`config.mk`:
```
export PLATFORM = sky130hd
export DESIGN_NAME = time_set_ctrl
export DESIGN_NICKNAME = d
export VERILOG_FILES = /design/src/rtl/time_set_ctrl.sv
export SDC_FILE = /design/constraint.sdc
export NUM_CORES = 1
export LEC_CHECK = 0
export ABC_AREA = 1
export CAP_MARGIN = 30
export CORE_ASPECT_RATIO = 0.9
export CORE_MARGIN = 5
export CORE_UTILIZATION = 33
export CTS_BUF_LIST = sky130_fd_sc_hd__clkbuf_4 sky130_fd_sc_hd__clkbuf_8 sky130_fd_sc_hd__clkbuf_16
export DETAILED_ROUTE_END_ITERATION = 8
export PLACE_DENSITY = 0.51
export SLEW_MARGIN = 25
export SYNTH_ARGS = -nofsm -noshare
export SYNTH_HDL_FRONTEND = slang
export SYNTH_SLANG_ARGS = --single-unit
```
`constraint.sdc`:
```
create_clock -name clk -period 1.8 [get_ports clk]
set_clock_uncertainty 0.1 [all_clocks]
set_input_delay 0.18 -clock clk [delete_from_list [all_inputs] [get_ports clk]]
set_output_delay 0.18 -clock clk [all_outputs]
set_load 0.005 [all_outputs]
```
`src/rtl/time_set_ctrl.sv`:
```
// Keypad HH:MM entry sequencer: range-checks digits into shadow BCD registers and commits on ENTER.
// Every key is handled the cycle it arrives (outputs one cycle later); key_valid is never stalled, only acked.
module time_set_ctrl #(
   parameter logic [15:0] TIMEOUT_CYC = 16'd1000
) (
   input  logic       clk,
   input  logic       rst,
   input  logic       set_req,
   input  logic       key_valid,
   input  logic [3:0] key_code,
   output logic       key_ack,
   output logic [7:0] hr_bcd,
   output logic [7:0] min_bcd,
   output logic       ld_time,
   output logic [1:0] edit_pos,
   output logic       busy,
   output logic       done,
   output logic       err,
   output logic       abort
);

   localparam logic [3:0] KEY_ENTER  = 4'hA;
   localparam logic [3:0] KEY_CANCEL = 4'hB;

   typedef enum logic [2:0] {
      IDLE    = 3'd0,
      HT      = 3'd1,
      HU      = 3'd2,
      MT      = 3'd3,
      MU      = 3'd4,
      CONFIRM = 3'd5
   } state_t;

   state_t      state;
   state_t      nxt_state;
   logic [15:0] tcnt;
   logic [15:0] nxt_tcnt;
   logic [7:0]  nxt_hr;
   logic [7:0]  nxt_min;
   logic        ack_d;
   logic        err_d;
   logic        abort_d;
   logic        ld_d;
   logic        is_digit;
   logic        digit_ok;

   function automatic logic [1:0] pos_of(input state_t s);
      case (s)
         HU:          pos_of = 2'd1;
         MT:          pos_of = 2'd2;
         MU, CONFIRM: pos_of = 2'd3;
         default:     pos_of = 2'd0;
      endcase
   endfunction

   assign is_digit = (key_code <= 4'd9);

   // Upper bound of the digit allowed in the current position (24-hour clock)
   always_comb begin
      case (state)
         HT:      digit_ok = (key_code <= 4'd2);
         HU:      digit_ok = (hr_bcd[7:4] == 4'd2) ? (key_code <= 4'd3) : is_digit;
         MT:      digit_ok = (key_code <= 4'd5);
         MU:      digit_ok = is_digit;
         default: digit_ok = 1'b0;
      endcase
   end

   always_comb begin
      nxt_state = state;
      nxt_hr    = hr_bcd;
      nxt_min   = min_bcd;
      nxt_tcnt  = tcnt;
      ack_d     = 1'b0;
      err_d     = 1'b0;
      abort_d   = 1'b0;
      ld_d      = 1'b0;
      if (state == IDLE) begin
         nxt_tcnt = 16'd0;
         if (set_req) begin
            nxt_state = HT;
            nxt_hr    = 8'h00;
            nxt_min   = 8'h00;
         end
      end else if (key_valid) begin
         ack_d    = 1'b1;
         nxt_tcnt = 16'd0;
         if (key_code == KEY_CANCEL) begin
            nxt_state = IDLE;
            abort_d   = 1'b1;
         end else if (key_code == KEY_ENTER) begin
            if (state == CONFIRM) begin
               nxt_state = IDLE;
               ld_d      = 1'b1;
            end else begin
               err_d = 1'b1;
            end
         end else if (is_digit) begin
            if (digit_ok) begin
               case (state)
                  HT: begin
                     nxt_hr[7:4] = key_code;
                     nxt_state   = HU;
                  end
                  HU: begin
                     nxt_hr[3:0] = key_code;
                     nxt_state   = MT;
                  end
                  MT: begin
                     nxt_min[7:4] = key_code;
                     nxt_state    = MU;
                  end
                  MU: begin
                     nxt_min[3:0] = key_code;
                     nxt_state    = CONFIRM;
                  end
                  default: nxt_state = state;
               endcase
            end else begin
               err_d = 1'b1;
            end
         end
      end else if (tcnt == TIMEOUT_CYC - 16'd1) begin
         // A key in this same cycle takes the branch above and wins over the timeout
         nxt_state = IDLE;
         nxt_tcnt  = 16'd0;
         abort_d   = 1'b1;
      end else begin
         nxt_tcnt = tcnt + 16'd1;
      end
   end

   always_ff @(posedge clk) begin
      if (rst) begin
         state    <= IDLE;
         tcnt     <= 16'd0;
         hr_bcd   <= 8'h00;
         min_bcd  <= 8'h00;
         key_ack  <= 1'b0;
         ld_time  <= 1'b0;
         done     <= 1'b0;
         err      <= 1'b0;
         abort    <= 1'b0;
         busy     <= 1'b0;
         edit_pos <= 2'd0;
      end else begin
         state    <= nxt_state;
         tcnt     <= nxt_tcnt;
         hr_bcd   <= nxt_hr;
         min_bcd  <= nxt_min;
         key_ack  <= ack_d;
         ld_time  <= ld_d;
         done     <= ld_d;
         err      <= err_d;
         abort    <= abort_d;
         busy     <= (nxt_state != IDLE);
         edit_pos <= pos_of(nxt_state);
      end
   end

endmodule

```
After elaboration in Yosys (flattened, before gate mapping)
Index checks and enable logic that the tools add are counted.
{"block": "classes", "n_bitwise": 2, "muxes": 39, "magnitude_cmp": 4, "n_eq_ne": 16, "reduce_logical": 18, "addsub": 1}
{"operator": "two-way mux 8 bit", "n": 13}
{"operator": "AND reduction 7 bit", "n": 4}
{"operator": "two-way mux 3 bit", "n": 9}
{"operator": "adder 16 x 1 -> 16 bit, second input constant", "n": 1}
{"operator": "== test 16 x 10 -> 1 bit, second input constant", "n": 1}
{"operator": "two-way mux 4 bit", "n": 4}
{"operator": "nonzero test 2 bit", "n": 7}
{"operator": "== test 3 x 2 -> 1 bit, second input constant", "n": 4}
{"operator": "== test 3 bit, second input constant", "n": 4}
{"operator": "one-hot mux 3 bit (4 select lines)", "n": 1}
{"operator": "two-way mux 1 bit", "n": 10}
{"operator": "== test 4 bit, second input constant", "n": 2}
{"operator": "less-or-equal comparator 4 x 2 -> 1 bit, second input constant", "n": 2}
{"operator": "OR reduction 4 bit", "n": 2}
{"operator": "!= test 2 bit, second input constant", "n": 3}
{"operator": "one-hot mux 2 bit (3 select lines)", "n": 1}
{"operator": "OR reduction 5 bit", "n": 1}
{"operator": "== test 4 x 2 -> 1 bit, second input constant", "n": 1}
{"operator": "less-or-equal comparator 4 x 3 -> 1 bit, second input constant", "n": 1}
{"operator": "less-or-equal comparator 4 bit, second input constant", "n": 1}
{"operator": "one-hot mux 1 bit (4 select lines)", "n": 1}
{"operator": "OR reduction 2 bit", "n": 2}
{"operator": "== test 3 x 1 -> 1 bit, second input constant", "n": 1}
{"operator": "logical NOT 3 bit", "n": 1}
{"operator": "other kinds (2)", "n": 3}
{"block": "word_totals", "out_inout_bits": 24, "register_bits": 42}

Longest topological paths before layout
Gate-level depths: netlist of run 1.
{"block": "logic_depth", "ltp_word": 12, "ltp_mapped": 11, "ltp_nobuf": 11}

Worst setup path after synthesis of run 1
Ideal clock, no wire load.
{"block": "synth_timing", "path_kind": "register to register", "start": "register tcnt[0]", "end": "register tcnt[12]", "arrival_time_ns": 1.329, "stages_incl_launch_ff": 9, "synth_period_minus_slack_ns": 1.548, "required_ns": 1.581, "setup_slack_ns": 0.252, "path_cell_list": "dfxtp_1 ha_1 nand2_1 nor3_1 nand2_1 inv_1 nand4_1 o21ai_0 a21oi_1"}
{"block": "synth_via", "elab_chain_len": 2}
{"item": "start: declaration", "line": "36", "source": "logic [15:0] tcnt;"}
{"item": "start signal: assignment", "line": "148", "source": "tcnt <= nxt_tcnt;"}
{"item": "branches (longest 2 deep; another with adder 16 x 1 -> 16 bit)"}
Several ways; the timed one is not identified.
A chain may end at the register's enable or synchronous reset.

Worst setup path in the final report of run 1
Ends and elaborated chain as after synthesis.

==> reports/results.txt, run 1 <==
status - completed
grt total ovfl - 0
mux cell area share after synthesis - 0
ratio of cells with drive above 1 in the final layout - 0.198
Mean Syn Cell Area - 7.38 um^2
M3 GR Usage - 0.0323
worst slew pin tran - 411 ps
simple-gate share of the synthesized area - 0.357
CTS buffer count - 5
switching share of total power - 0.287
reg2reg end - tcnt[12]$_SDFF_PP0_
commonest non-fill, non-tap cell in the layout - nand2_1
Top Ports - 32
clk root buf - clkbuf_8
Worst path most repeated cell - nand2_1
predominant post-synthesis flop cell - dfxtp_1
Crit Path Max Fanout - 4
# diodes - 0
Die Area - 0.00780 mm^2
Post-Synth XOR/XNOR Area - 0.0173
Net Sw Power - 0.590 mW
CP Cell Sequence - ha_2, nand2_1, nor3_2, nand2_1, inv_1, nand4_1, o21ai_0, a21oi_1
Setup crit end kind - flop
power share of the combinational group - 0.198
num rows - 27
largest family of logic cells by synthesized area - simple AND/OR/NAND/NOR gates
final hold slack - 322 ps
clock power share - 0.321
RSZ-0062 raised after global routing - false
chip width - 92.5 um
synthesized area - 0.00202 mm^2
die height - 84.3 um
RePlAce Congestion - 0.782
clock latency on the worst-skew pair - 300 ps
First-pass DRT Iterations - 4
worst setup path startpoint - tcnt[0]$_SDFF_PP0_
Worst Path Arrival - 1720 ps
CTS tree - yes
Buffers on Ports - 31
HP Start - key_code[1]
Final setup viols - 0
detailed placement HPWL - 3490 um
antenna-violating nets left - 0
slowest CP cell - dfxtp_1
final WL - 4600 um
Area growth syn-to-layout - 32.1%
TNS Setup - 0 ps
DR vias/cell - 4.56
NumNets Final - 336
Pwr per Cell Area - 769 mW/mm^2
post-synthesis sequential area ratio - 0.416
FF-to-FF setup slack - 170 ps
worst min path class - input pin to flop
Mapped Nets - 283
FMAX - 615 MHz
Clk pin slew, worst setup/hold paths - 90 ps
DRT iter0 DRCs - 87
Slew Limit Fails - 0
Core Region - 0.00605 mm^2
crit share post-route - 0.903
delay-heaviest family, CP - simple AND/OR/NAND/NOR gates
final hold violation count - 0
Synth warnings - 0
CP max stage delay - 370 ps
Cell variety after synth - 36
final core utilization - 0.442
met1 Resource Use GR - 0.185
Worst Path Buf+Inv - 1
routed vias - 1,824
critical path class - flop to flop
vias in the first global route - 1,725
Req. time, crit path - 1890 ps
pin count of the biggest net entering global routing - 15
initial antenna violation count - 0
launch point of the worst reg-to-reg path - tcnt[0]$_SDFF_PP0_
leak pwr - 1.07 nW
Total Power - 2.06 mW
Post-Syn Instances - 274
crit path capture - tcnt[12]$_SDFF_PP0_
commonest non-fill, non-tap cells in the layout - 48 x nand2_1, 40 x dfxtp_1, 34 x nor2_1
internal power - 1.47 mW
Initial Util - 0.335
most used routing layer - met1
Async S/R FF share, synth - 0
compound-cell area share of the yosys netlist - 0.109
#FFs+latches synth - 42
max_cap viols - 0
Seq pwr share - 0.481
H-tree Lvls - 2
Critical Path Source Type - flop
instance count on the critical path - 8
first-pass GRT wire length - 7790 um
Post-synth EDFFs - 0
GR Util met2 - 0.167
clk buf depth - 2
fin crit period - 1630 ps
Max IR drop VDD - 0.275 mV
Slew HR - 0.725
drt wl/cell - 11.5 um
GRT Overall Usage - 0.124
cts hold-fix bufs - 0
# clock sinks - 42
Reg2Reg Depth - 8
Post-Synth Adder-Cell Area - 0.00618
DR DRC count - 0
-- metrics by stage --
| step | setup slack [ps] | std cells | instance area (um^2) |
|---|---|---|---|
| finish | 174 | 400 | 2670 |
| floorplan | 252 | 274 | 2020 |
| global placement | -263 | 392 | 2540 |
| CTS | 43.5 | 400 | 2640 |
| detailed placement | -257 | 392 | 2540 |
| global route | 4.71 | 400 | 2670 |
-- final cells by class --
type                    instances  area, um^2
inverters                      38         143
clock inverters                 2        16.3
repair buffers                 52         488
fillers                       641        3370
flip-flops and latches         42         843
well taps                      72        90.1
multi-input cells             188        1010
clock buffers                   6        82.6
-- registers in the layout, indices dropped and copies added, names as in the netlist --
signal,cells
tcnt,16
hr_bcd,8
min_bcd,8
state,3
edit_pos,2
abort,1
busy,1
done,1
err,1
key_ack,1
-- cells by family (layout without fill, tap and decap cells) --
family	count (synthesis)	in the layout
DFF	42	42
AOI/OAI and AO/OA	40	40
and+or+nand+nor	143	143
xor gates and xnor gates	4	4
buffers and inverters	44	98
adders and majority gates	1	1
-- worst reg2reg max path: cells and delay by family (launching register included) --
family	cells	cell delay (ps)
simple gates	4	500
compound gates	2	210
buf+inv	1	110
fa+ha+maj	1	230
flops	1	370
-- what timing repair did --
action | 4_1_cts | 5_1_grt
gates resized for setup | 0 | 12
endpoints found under the setup margin | 0 | 21
buffers inserted | 0 | 0
-- power by group through the flow --
stage               Clock (mW)  Sequential [mW]  Combinational (mW)
CTS                      0.694            0.989               0.405
floorplan                    0             1.01               0.245
detailed placement           0             1.01               0.403
global route             0.733            0.995               0.450
global placement             0             1.01               0.403
finish                   0.660            0.989               0.406
-- how the worst min path moves through the flow --
| stage | end | slack, ps | cells after the start |
|---|---|---|---|
| after floorplan | done$_SDFF_PP0_ | 280 | 3 |
| after global placement | min_bcd[7]$_SDFFE_PP0P_ | 330 | 2 |
| after detailed placement | min_bcd[7]$_SDFFE_PP0P_ | 330 | 2 |
| after CTS | min_bcd[7]$_SDFFE_PP0P_ | 350 | 2 |
| after global routing | min_bcd[1]$_SDFFE_PP0P_ | 380 | 5 |
| final | hr_bcd[1]$_SDFFE_PP0P_ | 320 | 5 |
-- cells in the mapped netlist (2+ instances only) --
library cell / count / area, um^2
dfxtp_1: 42 / 841
nand3_2: 2 / 20.0
a21oi_2: 2 / 17.5
nor2_1: 35 / 131
nand2_2: 2 / 12.5
nor2_2: 3 / 18.8
o21ai_1: 2 / 10.0
nor2_4: 3 / 33.8
inv_1: 31 / 116
clkbuf_1: 2 / 7.51
nand4_1: 10 / 62.6
nand3_1: 22 / 110
nor3_1: 6 / 30.0
nand2_4: 3 / 33.8
a21oi_1: 21 / 105
buf_4: 2 / 15.0
xor2_1: 3 / 26.3
o21ai_0: 10 / 50.1
nand2_1: 50 / 188
inv_2: 7 / 26.3
-- per-layer routing --
layer  vias up  share of wire
met5         -              0
met3         9          0.046
met2        32           0.39
li1        994              -
met1       789           0.55
met4         0          0.020
(Power assumes the default switching activity.)
==> inputs of run 2 (changes only) <==
CORE_UTILIZATION = 53   (was 33)
HOLD_SLACK_MARGIN = 0.02   (was default)
PLACE_DENSITY = 0.76   (was 0.51)
clock period = 1.5 ns   (was 1.8 ns; I/O delays follow)
==> run 2 against run 1 <==
  * The flow now finishes with violations (setup timing)
  * Final cell count is 4.0% higher
  * Setup slack worse by 450 ps
  * Final area is 22% higher
  * Critical path depth is 2 higher
  * Hold slack better by 19 ps
  * Combinational power is 82% higher
  * Count of clock-buffer cells in the layout stayed put
  * Total power is 40% higher
  * Sequential share of layout area is 5.2 points lower
  * Non-clock buffer count is 42 higher
  * Largest power group unchanged
==> reports/results.txt, run 2 (synthesized netlist as in run 1, its figures left out) <==
detailed placement HPWL - 3810 um (+9.2%)
internal power - 2.02 mW (+38%)
Post-Layout Cell Count - 416 (+4.0%)
critical path class - input pin to flop
Req. time, crit path - 1590 ps (-300 ps)
Buffers on Ports - 31 (unchanged)
final setup margin - -278 ps (-452 ps)
Top Ports - 32 (unchanged)
worst min path class - flop to flop
Core Region - 0.00370 mm^2 (-39%)
crit share post-route - 1.19
clock power share - 0.329 (+0.008)
CTS tree - yes
initial antenna violation count - 0 (unchanged)
leak pwr - 1.34 nW (+26%)
routed vias - 2,510 (+38%)
power share of the combinational group - 0.257 (+0.059)
CP max stage delay - 530 ps (+160 ps)
# clock sinks - 42 (unchanged)
commonest non-fill, non-tap cells in the layout - 51 x buf_4, 36 x nand2_1, 34 x dfxtp_1
fillers - 180 (-72%)
die height - 68.6 um (-19%)
clock latency on the worst-skew pair - 310 ps (about the same)
Worst Path Arrival - 1860 ps (+140 ps)
Setup crit end kind - flop
# diodes - 0 (unchanged)
DP Area - 0.00274 mm^2 (+7.7%)
Crit Path Max Fanout - 3 (-1)
Final setup viols - 39 (+39)
Biggest register - tcnt
final hold slack - 342 ps (+19.5 ps)
Initial Util - 0.546 (+0.212)
RePlAce Congestion - 0.942 (+20%)
clk root buf - clkbuf_8
DR DRC count - 0 (unchanged)
antenna-violating nets left - 0 (unchanged)
Die Area - 0.00515 mm^2 (-34%)
commonest non-fill, non-tap cell in the layout - buf_4
delay-heaviest family, CP - simple AND/OR/NAND/NOR gates
final WL - 8180 um (+78%)
DR vias/cell - 6.03 (+32%)
max_cap viols - 0 (unchanged)
Max IR drop VDD - 0.692 mV (+150%)
chip width - 75.1 um (-19%)
cts hold-fix bufs - 0 (unchanged)
NumNets Final - 379 (+13%)
DRT iter0 DRCs - 366 (+320%)
CTS buffer count - 5 (unchanged)
num rows - 21 (-22%)
vias in the first global route - 2,190 (+27%)
failing checks - setup timing
Net Sw Power - 0.853 mW (+45%)
placed instance count - 397 (+1.3%)
First-pass DRT Iterations - 5 (+1)
Pwr per Cell Area - 884 mW/mm^2 (+15%)
final hold violation count - 0 (unchanged)
Seq pwr share - 0.414 (-0.067)
clk buf depth - 2 (unchanged)
Slew Limit Fails - 0 (unchanged)
fin crit period - 1780 ps
ratio of cells with drive above 1 in the final layout - 0.424 (+0.226)
Area growth syn-to-layout - 60.9%
Worst Path Buf+Inv - 3 (+2)
RSZ-0062 raised after global routing - true
Final Instance Area - 0.00326 mm^2 (+22%)
grt total ovfl - 0 (unchanged)
Critical Path Source Type - input pin
slowest CP cell - clkdlybuf4s50_1
drt wl/cell - 19.7 um (+71%)
Clk pin slew, worst setup/hold paths - 80 ps (about the same)
switching share of total power - 0.296 (+0.00938)
H-tree Lvls - 2 (unchanged)
worst slew pin tran - 319 ps (-91.4 ps)
GRT Overall Usage - 0.255 (+0.131)
final core utilization - 0.879 (+0.437)
CP Cell Sequence - clkdlybuf4s50_1, inv_1, nor3_1, nor2_1, o211ai_1, nand2_1, inv_2, nor2_2, nor2_1, nand2_1
Largest regs - tcnt x16, hr_bcd x8, min_bcd x8
pin count of the biggest net entering global routing - 13 (-2)
status - finished with violations
Slew HR - 0.787 (+0.0612)
first-pass GRT wire length - 9900 um (+27%)
FMAX - 562 MHz
max reg flops - 16 (unchanged)
-- run 2: cell types whose count changed in the layout (fill, tap and decap cells not counted), moves of 8 or more --
cell and change:
buf_4 +31, a21oi_1 -8, nand2_1 -12, buf_6 +10, nand2_2 +10, a21oi_2 +8
-- run 2: path summary, 6_finish.rpt --
kind,from,endpoint,slack [ps],cells past startpoint
min,min_bcd[7]$_SDFFE_PP0P_,min_bcd[7]$_SDFFE_PP0P_,340,2
max,key_code[0],busy$_SDFF_PP0_,-280,10
max reg2reg,tcnt[14]$_SDFF_PP0_,busy$_SDFF_PP0_,-270,10
min reg2reg,min_bcd[7]$_SDFFE_PP0P_,min_bcd[7]$_SDFFE_PP0P_,340,2
-- run 2: power groups by stage --
| stage | registers [mW] | logic, mW | clock network (mW) |
|---|---|---|---|
| after floorplan | 1.21 | 0.294 | 0 |
| after global placement | 1.21 | 0.526 | 0 |
| after detailed placement | 1.21 | 0.541 | 0 |
| after CTS | 1.19 | 0.588 | 0.923 |
| after global routing | 1.19 | 0.782 | 0.984 |
| final | 1.19 | 0.740 | 0.947 |
-- run 2: layout make-up --
class | instances | area (um^2) | area share
Inverter | 38 | 148 | 0.0453
Clock buffer | 6 | 82.6 | 0.0254
Timing Repair Buffer | 94 | 847 | 0.260
Tap cell | 46 | 57.6 | 0.0177
Multi-Input combinational cell | 189 | 1230 | 0.379
Sequential cell | 42 | 858 | 0.264
Clock inverter | 1 | 30.0 | 0.00922
-- run 2: tightest hold or removal path: stages, from the launching register on --
cell,delay [ps]
dfxtp_1,310
nand2_1,60
nor2_1,30
-- run 2: metrics by stage --
stage | worst slack (ps) | total power, mW | setup TNS, ps
after floorplan | -21.0 | 1.50 | -54.9
after global placement | -422 | 1.74 | -8670
after detailed placement | -533 | 1.75 | -10540
after CTS | -81.3 | 2.70 | -812
after global routing | -341 | 2.96 | -7400
final | -278 | 2.88 | -5070
-- run 2: repair_timing --
item | 4_1_cts | 5_1_grt
endpoints found under the setup margin | 38 | 36
setup buffers | 5 | 7
cloned | 0 | 1
gates resized for setup | 38 | 59
pin swaps | 13 | 30
-- run 2: routing by layer --
metal	up-vias	routed length [um]	GRT usage
met3	74	881	0.0681
met1	1142	2960	0.308
met5	-	0	0
li1	1088	-	-
met2	206	3750	0.417
met4	0	586	0.129
==> inputs of run 3 (changes only) <==
ABC_AREA = default   (was 1)
==> run 3 against run 2 <==
  * The run still ends with setup timing left
  * First-iteration DRC count increased by 21%
  * Final area increased by 7.9%
  * Highest routed layer unchanged
  * Die area increased by 0.37%
  * Setup slack got worse by 510 ps
  * Hold slack got worse by 39 ps
  * Sequential share of layout area decreased by 1.8 points
==> reports/results.txt, run 3 <==
Post-Syn Instances - 220 (-20%)
mux cell area share after synthesis - 0.0394 (+0.0394)
Crit Path Max Fanout - 4 (+1)
num rows - 21 (unchanged)
Total Power - 2.53 mW (-12%)
status - finished with violations
Async S/R FF share, synth - 0 (unchanged)
Post-Synth XOR/XNOR Area - 0.0603 (+0.0430)
First-pass DRT Iterations - 9 (+4)
failing checks - setup timing
H-tree Lvls - 2 (unchanged)
worst slew pin tran - 474 ps (+155 ps)
pin count of the biggest net entering global routing - 17 (+4)
Mapped Nets - 229 (-19%)
CTS buffer count - 5 (unchanged)
# clock sinks - 42 (unchanged)
worst min path class - input pin to flop
post-synthesis sequential area ratio - 0.414 (-0.00179)
Critical Path Source Type - flop
RSZ-0062 raised after global routing - true
#FFs+latches synth - 42 (unchanged)
routed vias - 2,437 (-2.9%)
Synth warnings - 0 (unchanged)
compound-cell area share of the yosys netlist - 0.140 (+0.0309)
largest family of logic cells by synthesized area - simple AND/OR/NAND/NOR gates
Setup crit end kind - flop
commonest non-fill, non-tap cells in the layout - 55 x buf_4, 30 x dfxtp_1, 25 x clkdlybuf4s50_1
final setup margin - -787 ps (-509 ps)
Synth area leaders - dfxtp_1 41%, nor2_1 7.0%, nand2_1 4.2%, mux2i_1 3.9%, xor2_1 3.9%
Biggest register - tcnt
antenna-violating nets left - 0 (unchanged)
Final setup viols - 41 (+5.1%)
Max IR drop VDD - 0.695 mV (+0.46%)
final hold violation count - 0 (unchanged)
die height - 68.7 um (+0.18%)
FMAX - 437 MHz (-22%)
Mean Syn Cell Area - 9.24 um^2 (+25%)
vias in the first global route - 2,135 (-2.5%)
Post-Layout Cell Count - 368 (-12%)
final WL - 9560 um (+17%)
DRT iter0 DRCs - 443 (+21%)
Clk pin slew, worst setup/hold paths - 90 ps (about the same)
TNS Setup - -18,850 ps (-13,780 ps)
RePlAce Congestion - 1.05 (+12%)
GRT Overall Usage - 0.273 (+0.0178)
Worst Path Arrival - 2370 ps (+510 ps)
initial antenna violation count - 0 (unchanged)
cts hold-fix bufs - 0 (unchanged)
commonest non-fill, non-tap cell in the layout - buf_4
crit share post-route - 1.52 (+0.339)
most frequent cell after synthesis - dfxtp_1
detailed placement HPWL - 3950 um (+3.6%)
NumNets Final - 331 (-13%)
max_cap viols - 0 (unchanged)
Largest regs - tcnt x16, hr_bcd x8, min_bcd x8
largest area contributor in the netlist - dfxtp_1
first-pass GRT wire length - 10,500 um (+5.7%)
Post-synth EDFFs - 0 (unchanged)
max reg flops - 16 (unchanged)
ratio of cells with drive above 1 in the final layout - 0.522 (+0.0974)
grt total ovfl - 0 (unchanged)
Req. time, crit path - 1590 ps (about the same)
Area growth syn-to-layout - 72.9%
Top Ports - 32 (unchanged)
Buffers on Ports - 31 (unchanged)
Core Region - 0.00370 mm^2 (unchanged)
# diodes - 0 (unchanged)
predominant post-synthesis flop cell - dfxtp_1
Die Area - 0.00517 mm^2 (+0.37%)
Pwr per Cell Area - 719 mW/mm^2 (-19%)
Cell variety after synth - 60 (+67%)
DR DRC count - 0 (unchanged)
Post-Synth Adder-Cell Area - 0.00616 (-0.0000267)
fin crit period - 2290 ps (+509 ps)
critical path class - flop to flop
clock latency on the worst-skew pair - 310 ps (about the same)
leak pwr - 1.33 nW (-1.4%)
placed instance count - 344 (-13%)
top-area cell type share of the netlist area - 0.414 (-0.00179)
drt wl/cell - 26.0 um (+32%)
clk root buf - clkbuf_8
DR vias/cell - 6.62 (+9.8%)
chip width - 75.3 um (+0.19%)
Slew Limit Fails - 0 (unchanged)
ranking of synthesized cells by instance count - 42 x dfxtp_1, 38 x nor2_1, 23 x nand2_1, 9 x xor2_1, 8 x mux2i_1
CTS tree - yes
Initial Util - 0.548 (+0.00236)
clk buf depth - 2 (unchanged)
synthesized area - 0.00203 mm^2 (+0.43%)
Slew HR - 0.683 (-0.104)
simple-gate share of the synthesized area - 0.302 (-0.0545)
run 3: report_power, final:
| part | internal (mW) | switching, mW | leakage (nW) |
|---|---|---|---|
| Combinational | 0.189 | 0.235 | 0.922 |
| Sequential | 1.13 | 0.0133 | 0.346 |
| Clock | 0.534 | 0.426 | 0.0573 |
run 3: area by class of cell:
class                      count  area, um^2
multi-input combinational    168        1570
clock buffer                   6        82.6
clock inverter                 1        30.0
tap                           46        57.6
fill                          98         191
timing repair buffer         102         903
inverter                       3        11.3
sequential                    42         863
run 3: path summary, 6_finish.rpt:
path | start | end | slack, ps | cells past startpoint
max | tcnt[4]$_SDFF_PP0_ | edit_pos[1]$_SDFF_PP0_ | -790 | 7
min | key_code[2] | min_bcd[6]$_SDFFE_PP0P_ | 300 | 3
min reg2reg | min_bcd[7]$_SDFFE_PP0P_ | min_bcd[7]$_SDFFE_PP0P_ | 390 | 1
max reg2reg | tcnt[4]$_SDFF_PP0_ | edit_pos[1]$_SDFF_PP0_ | -790 | 7
run 3: routing by layer:
metal  part of all wire  track usage  vias up
met5                  0            0        -
met4              0.069       0.0939        0
met3               0.11       0.0652       80
met2               0.46        0.455      223
met1               0.36        0.345     1160
li1                   -            -      974
run 3: cell families (layout without fill, tap and decap cells):
logic type	after synthesis	after routing
fa+ha+maj	1	1
buf+inv	11	112
flops	42	42
xor+xnor	14	14
compound gates	32	32
simple gates	112	113
mux	8	8
run 3: what timing repair did:
| action | 4_1_cts | 5_1_grt |
|---|---|---|
| setup endpoints to repair | 44 | 44 |
| gates resized for setup | 50 | 61 |
| pin swaps | 32 | 29 |
| buffers inserted | 20 | 9 |
| cloned | 1 | 0 |
run 3: through the flow:
step	utilization	hold WS (ps)	setup WS, ps	instance area [um^2]
floorplan	-	172	-229	2120
global placement	0.765	375	-682	2830
detailed placement	0.765	383	-776	2830
CTS	0.868	230	-367	3210
global route	0.948	298	-830	3510
finish	0.948	303	-787	3510
run 3: worst max-delay path, stage by stage (launching register included):
cell	delay, ps
dfxtp_2	350
nor4_1	430
buf_4	200
a41oi_2	210
a2bb2oi_2	320
buf_4	180
nand3b_1	110
o22ai_1	260
